### config.mk
export PLATFORM = sky130hd
export DESIGN_NAME = uart_host_tx
export DESIGN_NICKNAME = d
export VERILOG_FILES = /design/src/rtl/lotr_pkg.sv /design/src/rtl/uart_tx_fifo.sv /design/src/rtl/uart_host_tx.sv
export SDC_FILE = /design/constraint.sdc
export NUM_CORES = 1
export LEC_CHECK = 0
export CAP_MARGIN = 10
export CORE_MARGIN = 3
export CORE_UTILIZATION = 25
export DETAILED_ROUTE_END_ITERATION = 8
export PLACE_DENSITY = 0.39
export SLEW_MARGIN = 20
export SYNTH_ARGS = -nofsm -noshare
export SYNTH_HDL_FRONTEND = slang
export SYNTH_SLANG_ARGS = --single-unit
### constraint.sdc
create_clock -name clk -period 2.1 [get_ports clk]
set_input_delay 0.525 -clock clk [delete_from_list [all_inputs] [get_ports clk]]
set_output_delay 0.525 -clock clk [all_outputs]
set_load 0.01 [all_outputs]
### src/rtl/lotr_pkg.sv
// Shared types and defaults for the host-side UART transmitter.
package lotr_pkg;

    typedef enum logic [2:0] {
        IDLE,
        START,
        DATA,
        PARITY,
        STOP
    } t_uart_tx_state;

    localparam int unsigned UART_HOST_DEFAULT_CLK_DIV    = 434;
    localparam int unsigned UART_HOST_DEFAULT_FIFO_DEPTH = 4;

    function automatic logic even_parity(input logic [7:0] b);
        return ^b;
    endfunction

endpackage

### src/rtl/uart_tx_fifo.sv
// Byte FIFO with occupancy output; read data is the head entry, visible while non-empty.
module uart_tx_fifo #(
    parameter  int unsigned DEPTH = 4,
    localparam int unsigned AW    = $clog2(DEPTH),
    localparam int unsigned LW    = AW + 1
) (
    input  logic          clk,
    input  logic          rst,
    input  logic          push_i,
    input  logic [7:0]    wdata_i,
    input  logic          pop_i,
    output logic [7:0]    rdata_o,
    output logic          full_o,
    output logic          empty_o,
    output logic [LW-1:0] level_o
);

    logic [7:0]    mem_q [DEPTH];
    logic [AW-1:0] wr_ptr_q;
    logic [AW-1:0] rd_ptr_q;
    logic [LW-1:0] level_q;
    logic          do_push;
    logic          do_pop;

    assign do_push = push_i && !full_o;
    assign do_pop  = pop_i && !empty_o;

    // Pointers wrap naturally because DEPTH is a power of two.
    always_ff @(posedge clk or posedge rst) begin
        if (rst) begin
            wr_ptr_q <= '0;
            rd_ptr_q <= '0;
            level_q  <= '0;
        end else begin
            if (do_push) wr_ptr_q <= wr_ptr_q + AW'(1);
            if (do_pop)  rd_ptr_q <= rd_ptr_q + AW'(1);
            case ({do_push, do_pop})
                2'b10:   level_q <= level_q + LW'(1);
                2'b01:   level_q <= level_q - LW'(1);
                default: level_q <= level_q;
            endcase
        end
    end

    always_ff @(posedge clk) begin
        if (do_push) mem_q[wr_ptr_q] <= wdata_i;
    end

    assign rdata_o = mem_q[rd_ptr_q];
    assign full_o  = (level_q == LW'(DEPTH));
    assign empty_o = (level_q == '0);
    assign level_o = level_q;

endmodule

### src/rtl/uart_host_tx.sv
// Host UART transmitter: FIFO-buffered 8N1 serializer, LSB first.
// Define UART_HOST_TX_PARITY_EN to insert an even-parity bit before the stop bit.
module uart_host_tx
    import lotr_pkg::*;
#(
    parameter  int unsigned CLK_DIV    = UART_HOST_DEFAULT_CLK_DIV,
    parameter  int unsigned FIFO_DEPTH = UART_HOST_DEFAULT_FIFO_DEPTH,
    localparam int unsigned LVL_W      = $clog2(FIFO_DEPTH) + 1
) (
    input  logic             clk,
    input  logic             rst,
    input  logic             tx_valid,
    input  logic [7:0]       tx_data,
    output logic             tx_ready,
    output logic             uart_tx,
    output logic             busy,
    output logic [LVL_W-1:0] fifo_level
);

    localparam int unsigned CNT_W = (CLK_DIV > 1) ? $clog2(CLK_DIV) : 1;

    t_uart_tx_state   state_q;
    logic [CNT_W-1:0] baud_cnt_q;
    logic [2:0]       bit_idx_q;
    logic [7:0]       shift_q;
    logic             uart_tx_q;
`ifdef UART_HOST_TX_PARITY_EN
    logic             parity_q;
`endif

    logic [7:0] fifo_rdata;
    logic       fifo_full;
    logic       fifo_empty;
    logic       baud_tc_c;
    logic       pop_c;
    logic       line_c;

    uart_tx_fifo #(.DEPTH(FIFO_DEPTH)) u_fifo (
        .clk     (clk),
        .rst     (rst),
        .push_i  (tx_valid),
        .wdata_i (tx_data),
        .pop_i   (pop_c),
        .rdata_o (fifo_rdata),
        .full_o  (fifo_full),
        .empty_o (fifo_empty),
        .level_o (fifo_level)
    );

    assign baud_tc_c = (baud_cnt_q == CNT_W'(CLK_DIV - 1));
    // Pop from IDLE, or at the end of STOP so the next start bit follows with no gap.
    assign pop_c = !fifo_empty && ((state_q == IDLE) || ((state_q == STOP) && baud_tc_c));

    always_comb begin
        line_c = 1'b1;
        case (state_q)
            START:   line_c = 1'b0;
            DATA:    line_c = shift_q[0];
`ifdef UART_HOST_TX_PARITY_EN
            PARITY:  line_c = parity_q;
`endif
            default: line_c = 1'b1;
        endcase
    end

    always_ff @(posedge clk or posedge rst) begin
        if (rst) begin
            state_q    <= IDLE;
            baud_cnt_q <= '0;
            bit_idx_q  <= '0;
            shift_q    <= '0;
            uart_tx_q  <= 1'b1;
`ifdef UART_HOST_TX_PARITY_EN
            parity_q   <= 1'b0;
`endif
        end else begin
            uart_tx_q <= line_c;
            if ((state_q == IDLE) || baud_tc_c) baud_cnt_q <= '0;
            else                                baud_cnt_q <= baud_cnt_q + CNT_W'(1);

            if (pop_c) begin
                state_q   <= START;
                shift_q   <= fifo_rdata;
                bit_idx_q <= '0;
`ifdef UART_HOST_TX_PARITY_EN
                parity_q  <= even_parity(fifo_rdata);
`endif
            end else begin
                case (state_q)
                    IDLE:  state_q <= IDLE;
                    START: if (baud_tc_c) state_q <= DATA;
                    DATA: begin
                        if (baud_tc_c) begin
                            shift_q   <= {1'b0, shift_q[7:1]};
                            bit_idx_q <= bit_idx_q + 3'd1;
`ifdef UART_HOST_TX_PARITY_EN
                            if (bit_idx_q == 3'd7) state_q <= PARITY;
`else
                            if (bit_idx_q == 3'd7) state_q <= STOP;
`endif
                        end
                    end
`ifdef UART_HOST_TX_PARITY_EN
                    PARITY: if (baud_tc_c) state_q <= STOP;
`endif
                    STOP:    if (baud_tc_c) state_q <= IDLE;
                    default: state_q <= IDLE;
                endcase
            end
        end
    end

    assign uart_tx  = uart_tx_q;
    assign tx_ready = !fifo_full;
    assign busy     = (state_q != IDLE) || !fifo_empty;

endmodule
==> summary.md <==
The flow ran to the end, and the final reports show no timing, DRC or antenna violations. The sum of net half-perimeters after detailed placement is 3.47 mm, and the mean area per synthesized cell is 14.8 sq um. The worst setup path is launched from a flip-flop. Filler-free cell count of the finished design: 377. The floorplan step defined a core boundary enclosing 0.0105 sq mm.

The tools report the sequential-to-total area share from yosys stat as 0.630. Across the run, the number of max-cap violations was 0. In this run the core area contains 37 standard-cell rows. For the number of cells after detailed placement, the log shows 360. After technology mapping, the gate count stands at 187. The commonest non-fill, non-tap cell in the layout was sky130_fd_sc_hd__edfxtp_1. Global-route total usage across every layer: 0.0879. The via count of the first global-routing pass is 1699. TritonCTS built the clock tree.

The die footprint was 0.0123 sq mm. Worst reg2reg path depth: 8. The run gives 0 as the DRC violations left.

The logs give 0.687 for the final weighted congestion in routability-driven placement and 0 for the total of endpoints with negative setup slack in the final report. Input and output buffers added on the ports amount to 16. Post-CTS clock slew at the launch and capture registers of the worst setup and hold paths: 0.07 ns. The final route contains 1593 vias. The tools report the data required time at the worst endpoint as 1.57 ns. The routed length per instance is 13.1 um, and the via density per instance is 4.23.

The number of endpoints with negative hold slack in the final report is 0, and the total standard cell area after synthesis is 0.00276 sq mm. Pin count of the biggest net entering global routing: 32. The run gives 0 as the remaining antenna violation count.

Setup repair after global routing could not meet its margin everywhere. Power spread over the standard cell area amounts to 1210 mW/mm^2. The repair_antennas step left the layout with diodes totalling 0.

The max-slew violation count came out at 0. Walking the worst path, the cells encountered are buf_4 -> nor2_1 -> nand2_1 -> buf_4 -> dlygate4sd2_1. After the last flow step, the layout net total stands at 257. Final hold analysis gives a worst-case slack of 0.522 ns.

Leaving out fill and tap cells, the most frequent cells in the layout are sky130_fd_sc_hd__edfxtp_1, sky130_fd_sc_hd__dfrtp_1, sky130_fd_sc_hd__buf_4. The tools report the number of iterations in the first detailed-routing pass as 4. In the final timing run, aggregate negative setup slack is 0 ns. The tools report the first-pass GRT wire length as 8.55 mm.

The height of the die is 111 um, and the layout cell share with drive strength beyond 1 is 0.278. The number of nets handed over by synthesis was 208. The logs give 58 for the DRC violation total after the first TritonRoute iteration and 0 for the warning count from the yosys run.

The maximum VDD drop came out at 0.000462 V. The number of placed I/O pins is 17, and the number of instances on the worst hold path is 1. The upper clock frequency limit is 0.504 GHz. Total leakage power: 1.43 nW. In this run the deepest clock path goes through 2 buffers. Library cell used as clock root buffer: sky130_fd_sc_hd__clkbuf_8. The clock drives 63 sinks. The worst slew margin relative to its limit is 0.729, and the maximum fanout along the worst path is 5. The share of flip-flops with an asynchronous set or reset after synthesis is 0.492. The routed design has 4.95 mm of wire.

Initial core utilization: 0.263. The finished cells cover 0.00350 sq mm. Buffers inserted during clock tree synthesis total 9.

Die boundary width: 111 um. The longest individual stage delay on the worst path was 0.39 ns; the total cell area at the placement stage was 0.00328 sq mm. The final cycle utilization of the critical path works out to 0.945. The run gives 0 as the number of antenna violations at the first check in global routing.

The most used flip-flop cell after synthesis was sky130_fd_sc_hd__edfxtp_1. The largest individual stage delay along the critical path comes from the cell sky130_fd_sc_hd__dfrtp_1. The number of H-tree levels was 3; the total global routing overflow was 0. Compared with the post-synthesis result, the final layout area differs by 26.7%. The clock arrives with 0.00626 ns of skew.

Yosys mapped the design onto 35 distinct sky130hd cell types. The synthesized design contains 63 register bits. The critical path data arrival time was 1.46 ns.

The critical path is of the flip-flop to output pin type. The tightest min-delay check is of the flip-flop to flip-flop type. The actual transition at the worst max-transition pin is 0.407 ns. Subtracting the final worst setup slack from the clock period gives 1.98 ns.

The number of synthesized flops with an enable pin is 32. The clock reaches the later pin of the worst-skew pair after 0.33 ns. The cell that appears most often on the critical path is sky130_fd_sc_hd__buf_4. The tools report the endpoint type of the worst setup path as an output pin.
-- power breakdown --
part	switching, W	total [W]	internal (W)
Clock	0.000485	0.00104	0.000554
Combinational	0.000602	0.00138	0.000776
Sequential	0.000179	0.00183	0.00165
-- worst max-delay path, delay by kind of cell (launching register included) --
family	cells	cell delay (ns)
flip-flops	1	0.39
AND/OR/NAND/NOR	2	0.17
buffers and inverters	3	0.58
-- cells by family after synthesis --
logic type      share of synthesized area
buf+inv                            0.0277
xor+xnor                           0.0444
fa+ha+maj                          0.0481
simple gates                        0.122
mux                                0.0820
flops                               0.630
compound gates                     0.0458
-- stage by stage --
step	worst slack [ns]	power [W]	util
floorplan	-0.0134	0.00271	-
global placement	-0.0994	0.00327	0.312
detailed placement	-0.123	0.00326	0.312
CTS	0.00720	0.00433	0.331
global route	-0.0128	0.00459	0.333
finish	0.116	0.00425	0.333
-- registers in the layout, indices dropped and copies added (netlist names) --
| register | flops |
|---|---|
| shift_q | 8 |
| u_fifo.wr_ptr_q | 2 |
| uart_tx | 1 |
| u_fifo.mem_q | 32 |
| baud_cnt_q | 9 |
| bit_idx_q | 3 |
| u_fifo.rd_ptr_q | 2 |
| state_q | 3 |
| u_fifo.level_o | 3 |
-- cell type report --
cell class | instances | area (sq um)
Multi-Input combinational cell | 109 | 982
Clock buffer | 10 | 128
Sequential cell | 63 | 1740
Fill cell | 1041 | 7010
Clock inverter | 6 | 70.1
Tap cell | 136 | 170
Inverter | 7 | 26.3
Timing Repair Buffer | 46 | 384
-- routing by layer --
metal	wire, um	track usage	vias to the layer above
met3	198	0.0300	7
li1	-	-	783
met5	0	0	-
met1	2420	0.119	780
met2	2280	0.128	23
met4	61	0.0365	0
-- synthesized netlist by cell type (2+ instances only) --
cell,instances,area share
sky130_fd_sc_hd__a21oi_1,3,0.0054
sky130_fd_sc_hd__a221o_1,7,0.025
sky130_fd_sc_hd__and2_1,2,0.0045
sky130_fd_sc_hd__and3_1,13,0.029
sky130_fd_sc_hd__buf_2,4,0.0073
sky130_fd_sc_hd__buf_6,2,0.0082
sky130_fd_sc_hd__clkbuf_1,2,0.0027
sky130_fd_sc_hd__dfrtp_1,30,0.27
sky130_fd_sc_hd__edfxtp_1,32,0.35
sky130_fd_sc_hd__ha_1,9,0.041
sky130_fd_sc_hd__inv_1,7,0.0095
sky130_fd_sc_hd__mux2_2,2,0.0082
sky130_fd_sc_hd__mux2i_1,2,0.0073
sky130_fd_sc_hd__mux4_2,7,0.057
sky130_fd_sc_hd__nand2_1,4,0.0054
sky130_fd_sc_hd__nand2b_1,2,0.0045
sky130_fd_sc_hd__nand3_1,5,0.0091
sky130_fd_sc_hd__nor2_1,19,0.026
sky130_fd_sc_hd__nor3_1,4,0.0073
sky130_fd_sc_hd__o21ai_0,3,0.0054
sky130_fd_sc_hd__or2_2,2,0.0045
sky130_fd_sc_hd__xnor2_1,10,0.032
sky130_fd_sc_hd__xor2_1,4,0.013
-- worst paths after layout --
check                                  start                end  slack (ns)
hold reg to reg                   shift_q[5]         shift_q[5]        0.52
hold / removal                    shift_q[5]         shift_q[5]        0.52
setup / recovery           u_fifo.level_o[0]           tx_ready        0.12
min in group asynchronous                rst         state_q[1]        0.58
setup reg to reg               baud_cnt_q[1]  u_fifo.level_o[1]        0.12
max in group asynchronous                rst            uart_tx        1.20
-- what timing repair did --
action | 4_1_cts | 5_1_grt
endpoints found under the setup margin | 2 | 3
pin swaps | 0 | 1
resized for setup | 2 | 5
buffers inserted | 0 | 1
hold buffers | 0 | 0
(Power assumes the default switching activity.)
